**config.mk**
```make
export PLATFORM = sky130hd
export DESIGN_NAME = tour_cmd_sequencer
export DESIGN_NICKNAME = d
export VERILOG_FILES = /design/src/rtl/kt_pkg.sv /design/src/rtl/move_decode.sv /design/src/rtl/tour_cmd_sequencer.sv
export SDC_FILE = /design/constraint.sdc
export NUM_CORES = 1
export LEC_CHECK = 0
export ABC_AREA = 1
export BUFFER_PORTS_ARGS = -buffer_cell sky130_fd_sc_hd__clkbuf_2
export CAP_MARGIN = 20
export CELL_PAD_IN_SITES_DETAIL_PLACEMENT = 0
export CELL_PAD_IN_SITES_GLOBAL_PLACEMENT = 1
export CORE_MARGIN = 4
export CORE_UTILIZATION = 30
export DETAILED_ROUTE_END_ITERATION = 8
export PLACE_DENSITY_LB_ADDON = 0.1
export SLEW_MARGIN = 20
export SYNTH_ARGS = -nofsm -noshare
export SYNTH_HDL_FRONTEND = slang
export SYNTH_SLANG_ARGS = --single-unit
```
**constraint.sdc**
```tcl
create_clock -name clk -period 1.8 [get_ports clk]
set_input_delay 0.18 -clock clk [delete_from_list [all_inputs] [get_ports clk]]
set_output_delay 0.18 -clock clk [all_outputs]
set_load 0.02 [all_outputs]
```
**src/rtl/kt_pkg.sv**
```systemverilog
// Shared constants and the state type for the knight's-tour command sequencer.
package kt_pkg;

  localparam int NUM_MOVES = 24;
  localparam int IDX_W     = $clog2(NUM_MOVES);

  localparam logic [3:0] OP_CAL      = 4'h2;
  localparam logic [3:0] OP_MOVE     = 4'h4;
  localparam logic [3:0] OP_MOVE_FAN = 4'h5;

  localparam logic [7:0] HDG_N = 8'h00;
  localparam logic [7:0] HDG_W = 8'h3F;
  localparam logic [7:0] HDG_S = 8'h7F;
  localparam logic [7:0] HDG_E = 8'hBF;

  localparam logic [7:0] RESP_ACK = 8'hA5;
  localparam logic [7:0] RESP_POS = 8'h5A;

  typedef enum logic [2:0] {
    ST_IDLE,
    ST_VERT,
    ST_WAIT_V,
    ST_HORZ,
    ST_WAIT_H
  } tour_state_t;

endpackage

```
**src/rtl/move_decode.sv**
```systemverilog
// Turns a one-hot knight move into a vertical-leg and a horizontal-leg command.
// Lowest set bit wins; an empty move yields zero-square legs.
module move_decode
  import kt_pkg::*;
(
  input  logic [7:0]  move_i,
  output logic [15:0] vert_cmd_o,
  output logic [15:0] horz_cmd_o
);

  logic       dy_pos, dx_pos;
  logic [3:0] dy_sq, dx_sq;

  always_comb begin
    dy_pos = 1'b0;
    dx_pos = 1'b0;
    dy_sq  = 4'd0;
    dx_sq  = 4'd0;
    casez (move_i)
      8'b???????1: begin dy_pos = 1'b1; dy_sq = 4'd2; dx_pos = 1'b0; dx_sq = 4'd1; end
      8'b??????10: begin dy_pos = 1'b1; dy_sq = 4'd2; dx_pos = 1'b1; dx_sq = 4'd1; end
      8'b?????100: begin dy_pos = 1'b0; dy_sq = 4'd1; dx_pos = 1'b0; dx_sq = 4'd2; end
      8'b????1000: begin dy_pos = 1'b1; dy_sq = 4'd1; dx_pos = 1'b0; dx_sq = 4'd2; end
      8'b???10000: begin dy_pos = 1'b0; dy_sq = 4'd2; dx_pos = 1'b0; dx_sq = 4'd1; end
      8'b??100000: begin dy_pos = 1'b0; dy_sq = 4'd2; dx_pos = 1'b1; dx_sq = 4'd1; end
      8'b?1000000: begin dy_pos = 1'b0; dy_sq = 4'd1; dx_pos = 1'b1; dx_sq = 4'd2; end
      8'b10000000: begin dy_pos = 1'b1; dy_sq = 4'd1; dx_pos = 1'b1; dx_sq = 4'd2; end
      default:     begin dy_pos = 1'b0; dy_sq = 4'd0; dx_pos = 1'b0; dx_sq = 4'd0; end
    endcase
  end

  assign vert_cmd_o = {OP_MOVE,     dy_pos ? HDG_N : HDG_S, dy_sq};
  assign horz_cmd_o = {OP_MOVE_FAN, dx_pos ? HDG_E : HDG_W, dx_sq};

endmodule

```
**src/rtl/tour_cmd_sequencer.sv**
```systemverilog
// Arbitrates the cmd_proc command port between the UART path and the tour replay.
// Optional early abort on a pending UART command: define TOUR_ABORT_EN.
module tour_cmd_sequencer
  import kt_pkg::*;
(
  input  logic             clk,
  input  logic             rst_n,
  input  logic             start_tour,
  input  logic [7:0]       move,
  output logic [IDX_W-1:0] mv_indx,
  input  logic [15:0]      cmd_UART,
  input  logic             cmd_rdy_UART,
  output logic             clr_cmd_rdy_UART,
  output logic [15:0]      cmd,
  output logic             cmd_rdy,
  input  logic             clr_cmd_rdy,
  input  logic             send_resp,
  output logic [7:0]       resp,
  output logic             tour_aborted
);

  tour_state_t      state_q;
  logic [IDX_W-1:0] mv_indx_q;
  logic [7:0]       move_q;
  logic [15:0]      vert_cmd, horz_cmd;
  logic             last_move, abort_hit, abort_pulse;

  move_decode u_move_decode (
    .move_i     (move_q),
    .vert_cmd_o (vert_cmd),
    .horz_cmd_o (horz_cmd)
  );

  assign last_move = (mv_indx_q == IDX_W'(NUM_MOVES - 1));

`ifdef TOUR_ABORT_EN
  logic abort_q;

  // Flag survives until the next leg completes so a command never cuts a leg short.
  always_ff @(posedge clk or negedge rst_n) begin
    if (!rst_n)                  abort_q <= 1'b0;
    else if (state_q == ST_IDLE) abort_q <= 1'b0;
    else if (cmd_rdy_UART)       abort_q <= 1'b1;
  end

  assign abort_hit = abort_q;
`else
  assign abort_hit = 1'b0;
`endif

  always_ff @(posedge clk or negedge rst_n) begin
    if (!rst_n) begin
      state_q   <= ST_IDLE;
      mv_indx_q <= '0;
      move_q    <= 8'h00;
    end else begin
      case (state_q)
        ST_IDLE:
          if (start_tour) begin
            state_q   <= ST_VERT;
            mv_indx_q <= '0;
            move_q    <= move;
          end
        ST_VERT:
          if (clr_cmd_rdy) state_q <= ST_WAIT_V;
        ST_WAIT_V:
          if (send_resp) state_q <= abort_hit ? ST_IDLE : ST_HORZ;
        ST_HORZ:
          if (clr_cmd_rdy) state_q <= ST_WAIT_H;
        ST_WAIT_H:
          if (send_resp) begin
            if (abort_hit || last_move) begin
              state_q <= ST_IDLE;
            end else begin
              state_q   <= ST_VERT;
              mv_indx_q <= mv_indx_q + IDX_W'(1);
              move_q    <= move;
            end
          end
        default: state_q <= ST_IDLE;
      endcase
    end
  end

  always_comb begin
    cmd              = cmd_UART;
    cmd_rdy          = 1'b0;
    clr_cmd_rdy_UART = 1'b0;
    resp             = RESP_POS;
    abort_pulse      = 1'b0;
    case (state_q)
      ST_IDLE: begin
        cmd_rdy          = cmd_rdy_UART & ~start_tour;
        clr_cmd_rdy_UART = clr_cmd_rdy;
        resp             = RESP_ACK;
      end
      ST_VERT: begin
        cmd     = vert_cmd;
        cmd_rdy = 1'b1;
      end
      ST_WAIT_V: begin
        cmd         = vert_cmd;
        abort_pulse = abort_hit & send_resp;
        if (abort_pulse) resp = RESP_ACK;
      end
      ST_HORZ: begin
        cmd     = horz_cmd;
        cmd_rdy = 1'b1;
      end
      ST_WAIT_H: begin
        cmd         = horz_cmd;
        abort_pulse = abort_hit & send_resp;
        if (abort_pulse || last_move) resp = RESP_ACK;
      end
      default: ;
    endcase
  end

  assign mv_indx      = mv_indx_q;
  assign tour_aborted = abort_pulse;

endmodule

```
# After elaboration in Yosys (flattened, before gate mapping)
# Index checks and enable logic that the tools add are counted.
[totals] in_bits=30 wordCells=61 output_inout_bits=32 ff_bits=16
[op_classes] bitwise_logic=2 n_eq_ne=18 n_reduce_logical=11 n_mux=26 n_addsub=1
[op_table] cell="$mux W8" n=5
[op_table] cell="$pmux W16 S2" n=1
[op_table] cell="$pmux W8 S2" n=2
[op_table] cell="$reduce_or A4 Y1" n=4
[op_table] cell="$mux W3" n=5
[op_table] cell="$mux W5" n=3
[op_table] cell="$pmux W3 S5" n=1
[op_table] cell="$ne A2 B2 Y1 const B" n=6
[op_table] cell="$eq A5 B5 Y1 const B" n=2
[op_table] cell="$pmux W5 S2" n=1
[op_table] cell="$eq A8 B8 Y1 const B" n=1
[op_table] cell="$pmux W2 S2" n=2
[op_table] cell="$eq A7 B7 Y1 const B" n=1
[op_table] cell="$mux W7" n=1
[op_table] cell="$eq A3 B2 Y1 const B" n=2
[op_table] cell="$eq A3 B3 Y1 const B" n=2
[op_table] cell="$eq A6 B6 Y1 const B" n=1
[op_table] cell="$reduce_or A2 Y1" n=3
[op_table] cell="$add A5 B1 Y5 const B" n=1
[op_table] cell="$reduce_and A5 Y1" n=1
[op_table] cell="$eq A4 B4 Y1 const B" n=1
[op_table] cell="$mux W1" n=4
[op_table] cell="$reduce_and A4 Y1" n=1
[op_table] cell="$eq A3 B1 Y1 const B" n=1
[op_table] cell="other kinds (6)" n=6

# Longest topological paths before layout
# Gate-level depths: netlist (run 1).
[depth] word_depth=5 depth_mapped=9 ltp_nobuf=8

# Modules after synthesis
# Synthesis (run 1) repeated with hierarchy kept, for this count alone.
[hier_totals] cells_unflattened=288 area_unflattened_um2=1680.4
[by_module_without_submodules] mod="tour_cmd_sequencer" n_inst=1 seq_area_each_um2=400.4 area_per_inst_um2=1350.0 cells_each=232
[by_module_without_submodules] mod="move_decode" n_inst=1 seq_area_each_um2=0.0 area_per_inst_um2=330.3 cells_each=56

# Worst setup path after synthesis (run 1)
# OpenSTA, ideal clock, no wires.
[synth_path] kind="reg-to-output" from="reg mv_indx_q[0], in the netlist mv_indx[0]" to="out resp[2]" path_slack_ps=17 path_stages_with_launch=9 n_path_buf=1 t_required_ps=1620 t_arrival_ps=1603 cell_sequence="dfrtp_1 -> ha_1 -> nand2_1 -> inv_1 -> nand2_1 -> nand3_1 -> nand2_1 -> inv_1 -> buf_4"
[synth_via] elab_chain_len=3
[synth_lines] item="start: declaration" line_no="tour_cmd_sequencer.sv:23" text="logic [IDX_W-1:0] mv_indx_q;"
[synth_lines] item="start signal: assignment" line_no="tour_cmd_sequencer.sv:76" text="mv_indx_q <= mv_indx_q + IDX_W'(1);"
[synth_lines] item="$eq A5 B5 Y1" line_no="tour_cmd_sequencer.sv:34" text="assign last_move = (mv_indx_q == IDX_W'(NUM_MOVES - 1));"
[synth_lines] item="$mux W8" line_no="tour_cmd_sequencer.sv:113" text="if (abort_pulse || last_move) resp = RESP_ACK;"
[synth_lines] item="$pmux W8 S2" line_no="tour_cmd_sequencer.sv:91" text="case (state_q)"
[synth_lines] item="end: declaration" line_no="tour_cmd_sequencer.sv:18" text="output logic [7:0] resp,"
# No other way between the ends.

# Worst setup path in the final report (run 1)
[layout_path] from="reg state_q[1]" to="out cmd[4]"
[layout_via] elab_chain_len=3 elab_cells_between_ends=7 cone_classes="4 x eq/ne; 1 x mux; 2 x reduce/logical"
[layout_lines] item="start: declaration" line_no="tour_cmd_sequencer.sv:22" text="tour_state_t state_q;"
[layout_lines] item="start signal: assignment" line_no="tour_cmd_sequencer.sv:67" text="if (send_resp) state_q <= abort_hit ? ST_IDLE : ST_HORZ;"
[layout_lines] item="$eq A3 B3 Y1 (tied with other cells)" line_no="tour_cmd_sequencer.sv:91"
[layout_lines] item="$reduce_or A2 Y1 (no source line)"
[layout_lines] item="$pmux W16 S2 *" line_no="tour_cmd_sequencer.sv:91"
[layout_lines] item="end: declaration" line_no="tour_cmd_sequencer.sv:14" text="output logic [15:0] cmd,"
# Every way passes the cells marked *; elsewhere a longest branch is shown, timed or not.

==> qor.log, run 1 <==
[run_status] outcome complete, no violations
[floorplanning] site row count 22
[route] residual antenna-violating net count after detailed routing 0
[yosys] cell with the most instances after synthesis nand2_1
[power_and_ir_drop] total power of the final layout 3.80 mW
[placed_design] final HPWL from detailed placement 2.44 mm
[global_route] antenna violations before repair 0
[placed_design] cell total after placement 293
[floorplanning] Starting Density 0.321
[worst_hold_path] hold crit path type primary input to register
[placed_design] Placer Congestion 0.783
[yosys] number of warning messages in the yosys log 0
[power_and_ir_drop] leakage dissipation 1.06 nW
[clock_tree] clock net sink count 16
[setup_path] critical path class register to primary output
[setup_path] Arrival @ worst endpoint 1520 ps
[timing] hold slack final 132 ps
[floorplanning] Die Span X 71.7 microns
[cells_and_area] antenna cells 0
[yosys] share of flip-flops with an asynchronous set or reset after synthesis 1.00
[yosys] Post-synth top flop dfrtp_1
[timing] post-route fraction of the period consumed by the critical path 0.946
[floorplanning] area of the die 0.00515 sq mm
[yosys] cell taking the most area after synthesis dfrtp_1
[power_and_ir_drop] part of the total power dissipated in sequential elements 0.171
[power_and_ir_drop] NetSw 2.01 mW
[power_and_ir_drop] internal cell power 1.79 mW
[clock_tree] clock buffers created by TritonCTS 3
[timing] aggregate negative setup slack 0 ps
[yosys] Netlist Area Pre-Place 0.00122 sq mm
[clock_tree] Max Root-Sink Buffers 2
[route] wire length after detailed routing 3.24 mm
[route] drt pass-1 iters 4
[timing] final count of hold timing violations 0
[yosys] post-synth net total 223
[worst_hold_path] worst hold start move[4]
[clock_tree] clock latency on the worst-skew pair 240 ps
[route] number of DRC markers in iteration 0 62
[floorplanning] height of the die 71.7 microns
[global_route] total routing resource utilization after global routing 0.122
[cells_and_area] proportion of layout cells with a drive suffix above 1 0.394
[setup_path] crit end category primary output
[floorplanning] Top Ports 62
[timing] total count of max-transition violations in the final report 0
[floorplanning] core region area 0.00380 sq mm
[timing] final setup violating endpoints 0
[yosys] dominant cells by area after synthesis dfrtp_1 (33%), nand2_1 (24%), nand3_1 (8.2%)
[cells_and_area] area delta synth->final 41.6%
[timing] achievable clock frequency 0.587 GHz
[setup_path] start of the worst register-to-register path state_q[1]
[yosys] fraction of synthesized cell area taken by the top area cell type 0.329
[job] reported max-cap violation count 0
[clock_tree] number of levels the H-tree was split into 1
[yosys] count of mapped cells out of synthesis 192
[setup_path] type of element launching the critical path register
[global_route] maximum number of pins on one net before global-route repair 17
[yosys] average cell area after synthesis 6.35 sq um
[power_and_ir_drop] clock network fraction of total power 0.082
[cells_and_area] final instance area 0.00173 sq mm
[route] final routed DRC violation total 0
[clock_tree] clock-pin transition on the worst setup and hold timing paths 60 ps
[timing] maximum clock skew at final layout 1.29 ps
[yosys] post-synthesis cell type count 22
[route] average via count per standard cell 4.31
[cells_and_area] net total in the final layout 291
[route] WL/cell 10.5 microns
[setup_path] CP max FO 9
[clock_tree] TritonCTS clock tree yes
[cells_and_area] post-route insts no fill 307
[global_route] Overflow after GRT 0
[setup_path] Critical path origin state_q[1]
[global_route] wire length of the first global-routing pass 5.19 mm
[yosys] Synth Register Bits 16
[placed_design] number of buffers added on ports 60
[yosys] sequential element share of the synthesized area 0.329
[power_and_ir_drop] ratio of total power to cell area 2200 mW/mm^2
[power_and_ir_drop] Switching Fraction 0.530
[route] total number of vias 1323
[setup_path] critical path required time 1620 ps
[setup_path] worst r2r path cells 8
[clock_tree] clock tree root driver cell clkbuf_8
[worst_hold_path] number of stages on the worst hold path 3
[global_route] number of global-route vias before repair 1174
[power_and_ir_drop] peak supply drop 0.642 mV
[yosys] count of flip-flops with a built-in enable after synthesis 0
[timing] Min Clock Period, post-route 1700 ps
[yosys] ranking of synthesized cells by instance count nand2_1 (78), inv_1 (23), nand3_1 (20), nor2_1 (19), dfrtp_1 (16)
[placed_design] Placed Instance Area 0.00152 sq mm
[power_and_ir_drop] Comb pwr share 0.747
logic make-up after synthesis:
logic type / synth area share
AOI/OAI and AO/OA: 0.0205
buffers and inverters: 0.147
other: 0.00308
adders and majority gates: 0.0103
and+or+nand+nor: 0.491
DFF: 0.329
path summary, 6_finish.rpt:
kind / to / slack (ps)
setup / recovery: cmd[4] / 100
hold / removal: move_q[4] / 130
setup reg to reg: mv_indx[2] / 300
hold reg to reg: move_q[3] / 500
max in group asynchronous: state_q[2] / 1100
min in group asynchronous: move_q[2] / 400
worst max-delay path: stages, from the launching register on:
cell and delay (ps):
dfrtp_2 470, nor2_4 160, nand2_4 80, nand2_4 90, nor2_4 60, buf_12 130
nand2_1 70, nand3_2 70, buf_4 160
metrics by stage:
| step | setup slack (ps) | utilization |
|---|---|---|
| floorplan | 16.7 | - |
| global placement | 152 | 0.400 |
| detailed placement | 141 | 0.400 |
| CTS | 6.61 | 0.431 |
| global route | -13.7 | 0.454 |
| finish | 96.8 | 0.454 |
state kept, by name, summed over array words and instances, names as in the netlist:
| signal | count |
|---|---|
| state_q | 3 |
| move_q | 8 |
| mv_indx | 5 |
repair_timing:
action | in CTS | in global routing
gates resized for setup | 4 | 30
pin swaps | 2 | 5
setup buffers | 5 | 4
hold buffers | 1 | 0
setup endpoints to repair | 15 | 20
endpoints found under the hold margin | 16 | 0
cells in the final DEF (no fill, tap or decap), drive strengths merged:
master       count
nand4            4
dlygate4sd3      1
nand2           82
ha               1
buf             21
or2              1
nor2            22
conb             1
nor3             2
inv             25
dfrtp           16
nand3b           1
nand3           22
clkbuf          55
o21ai            5
power groups by stage:
| stage | logic (mW) | registers [mW] | clock network (mW) |
|---|---|---|---|
| 2_1_floorplan | 1.90 | 0.633 | 0 |
| 3_3_place_gp | 2.46 | 0.647 | 0 |
| 3_5_place_dp | 2.44 | 0.646 | 0 |
| 4_1_cts | 2.66 | 0.640 | 0.323 |
| 5_1_grt | 3.16 | 0.667 | 0.350 |
| 6_report | 2.84 | 0.650 | 0.310 |
layout make-up:
type / instances / area (sq um)
inverters: 25 / 96.3
clock buffers: 4 / 55.1
fillers: 415 / 2070
flip-flops and latches: 16 / 404
well taps: 48 / 60.1
repair buffers: 73 / 433
multi-input cells: 141 / 677
layer usage:
layer	share of wire	GRT usage	vias to the layer above
met5	0	0	-
met4	0.0068	0.0376	0
met2	0.46	0.200	37
met1	0.47	0.163	567
met3	0.060	0.0210	2
li1	-	-	717
Power figures use the tool's default switching activity.
==> inputs of run 2 (changes only) <==
CAP_MARGIN = default   (was 20)
CORE_UTILIZATION = 33   (was 30)
SYNTH_HIERARCHICAL = 1   (was default)
==> qor.log, run 2 <==
[yosys] cell with the most instances after synthesis nand2_1
[clock_tree] number of levels the H-tree was split into 1
[yosys] count of flip-flops with a built-in enable after synthesis 0
[yosys] Netlist Area Pre-Place 0.00168 sq mm
[route] wire length after detailed routing 3.70 mm
[route] drt pass-1 iters 4
[route] total number of vias 1636
[setup_path] Register-to-Register Setup Slack 300 ps
[global_route] total routing resource utilization after global routing 0.117
[cells_and_area] area delta synth->final 40.6%
[yosys] average cell area after synthesis 5.83 sq um
[timing] post-route fraction of the period consumed by the critical path 0.988
[job] reported max-cap violation count 0
[global_route] Overflow after GRT 0
[setup_path] start of the worst register-to-register path state_q[0]
[cells_and_area] number of inserted filler cells in the final layout 527
[route] final routed DRC violation total 0
[clock_tree] clock-pin transition on the worst setup and hold timing paths 70 ps
[clock_tree] TritonCTS clock tree yes
[cells_and_area] register containing the most flip-flops in the final layout move_q
[yosys] ranking of synthesized cells by instance count nand2_1 (152), buf_4 (38), inv_1 (32), dfrtp_1 (16), nor2_1 (14)
[yosys] share of synthesized cell area in and, or, nand and nor gates 0.456
[run_status] outcome complete, no violations
[global_route] maximum number of pins on one net before global-route repair 17
[yosys] number of warning messages in the yosys log 6
[clock_tree] clock net sink count 16
[yosys] cell taking the most area after synthesis nand2_1
[yosys] Post-synth top flop dfrtp_1
[worst_hold_path] hold crit path type primary input to register
[setup_path] reg-to-reg critical path endpoint mv_indx[2]
[timing] total count of max-transition violations in the final report 0
[yosys] sequential element share of the synthesized area 0.238
[yosys] area share of xor/xnor cells in the synthesized design 0
[route] average via count per standard cell 3.92
[floorplanning] core region area 0.00482 sq mm
[yosys] multiplexer area fraction after synthesis 0
[yosys] dominant cells by area after synthesis nand2_1 (34%), dfrtp_1 (24%), buf_4 (17%)
[timing] Min Clock Period, post-route 1780 ps
[yosys] count of mapped cells out of synthesis 288
[timing] achievable clock frequency 0.563 GHz
[clock_tree] clock latency on the worst-skew pair 250 ps
[yosys] Synth Register Bits 16
[setup_path] CP max FO 8
[global_route] number of global-route vias before repair 1477
[power_and_ir_drop] peak supply drop 0.977 mV
[cells_and_area] net total in the final layout 382
[setup_path] Critical path origin state_q[1]
[setup_path] Arrival @ worst endpoint 1600 ps
[placed_design] number of buffers added on ports 60
[timing] final count of hold timing violations 0
[setup_path] critical path required time 1620 ps
[yosys] main combinational cell family by area after synthesis simple AND/OR/NAND/NOR gates
[setup_path] crit end category primary output
[cells_and_area] proportion of layout cells with a drive suffix above 1 0.420
[power_and_ir_drop] leakage dissipation 1.41 nW
[route] residual antenna-violating net count after detailed routing 0
[route] WL/cell 8.86 microns
[timing] final setup violating endpoints 0
[setup_path] type of element launching the critical path register
[yosys] fraction of synthesized cell area taken by the top area cell type 0.340
[setup_path] worst r2r path cells 8
[clock_tree] clock tree root driver cell clkbuf_8
[yosys] post-synthesis adder-cell area fraction 0.00745
[floorplanning] Top Ports 62
[floorplanning] height of the die 79.4 microns
[timing] setup repair after global routing missed its margin yes
[route] number of DRC markers in iteration 0 33
[placed_design] final HPWL from detailed placement 2.74 mm
[yosys] complex-gate fraction of the synthesized area 0.0216
[yosys] share of flip-flops with an asynchronous set or reset after synthesis 1.00
[cells_and_area] flip-flop count of the largest register after layout 8
[setup_path] critical path class register to primary output
[cells_and_area] post-layout util 0.490
[floorplanning] site row count 25
[yosys] post-synthesis cell type count 21
[floorplanning] Starting Density 0.349
[power_and_ir_drop] total power of the final layout 5.51 mW
[cells_and_area] most frequent cells in the layout nand2_1 (117), clkbuf_2 (42), inv_1 (27), nand2_2 (27), buf_6 (22)
[timing] maximum clock skew at final layout 5.09 ps
[setup_path] worst setup path endpoint cmd[3]
[placed_design] Placer Congestion 0.787
[global_route] antenna violations before repair 0
[global_route] wire length of the first global-routing pass 6.24 mm
[floorplanning] area of the die 0.00630 sq mm
[floorplanning] Die Span X 79.4 microns
[cells_and_area] most common cell after layout, fill and taps aside nand2_1
[clock_tree] clock buffers created by TritonCTS 3
[clock_tree] Max Root-Sink Buffers 2
[power_and_ir_drop] ratio of total power to cell area 2330 mW/mm^2
[cells_and_area] antenna cells 0
## run 2: cell types whose count changed in the layout (fill, tap and decap cells not counted), sizes merged, moves of 3 or more
cell and delta:
nor2 -3, conb +20, clkbuf -8, inv +11, nand2 +73, nand3 -13, nand4 -3, buf +16
## run 2: cells by family (layout without fill, tap and decap cells)
family / after synthesis / count (layout)
simple gates: 186 / 186
compound gates: 5 / 5
fa+ha+maj: 1 / 1
buf+inv: 77 / 121
flops: 16 / 16
other cells: 3 / 21
## run 2: timing repair
item,in CTS,in global routing
gates cloned,0,1
setup endpoints to repair,16,24
endpoints found under the hold margin,16,0
pin swaps,3,23
gates resized for setup,9,109
setup buffers,6,7
hold buffers,1,0
## run 2: metrics by stage
step           setup TNS, ps  cells  setup slack (ps)  cell area [sq um]  hold WS, ps
2_1_floorplan              0    306              4.53               1750         -116
5_1_grt                 -584    417             -65.8               2360          135
3_5_place_dp               0    399               100               1870          132
3_3_place_gp               0    399               123               1870          131
6_report                   0    417              22.5               2360          130
4_1_cts                    0    410              8.74               2010          125
## run 2: final cells by class
class	instances	area, sq um	area share
Multi-Input combinational cell	213	1070	0.452
Timing Repair Buffer	81	613	0.260
Sequential cell	16	405	0.172
Inverter	36	138	0.0583
Tap cell	67	83.8	0.0355
Clock buffer	4	55.1	0.0233
## run 2: layer usage
metal / GRT usage / part of all wire
met1: 0.161 / 0.47
met2: 0.198 / 0.48
met3: 0.0249 / 0.053
met4: 0.00515 / 0.0016
met5: 0 / 0
## run 2: worst max-delay path, stage by stage (launching register included)
cell,delay (ps)
dfrtp_2,460
inv_2,90
nor2_4,40
nand2_4,80
nand2_8,70
nor2_4,170
clkbuf_16,210
nand2_2,50
nand2_2,60
buf_6,110
## run 2: power by group
group	switching (mW)	total (mW)	internal, mW
Sequential	0.147	0.650	0.503
Combinational	2.53	4.55	2.02
Clock	0.122	0.316	0.194
## run 2: worst min path at each step
stage                     startpoint   endpoint  slack (ps)  cells after the start
after floorplan                rst_n  move_q[0]        -120                      0
after global placement         rst_n  move_q[5]         130                      1
after detailed placement       rst_n  move_q[4]         130                      1
after CTS                    move[3]  move_q[3]         120                      3
after global routing         move[4]  move_q[4]         140                      3
final                        move[3]  move_q[3]         130                      3
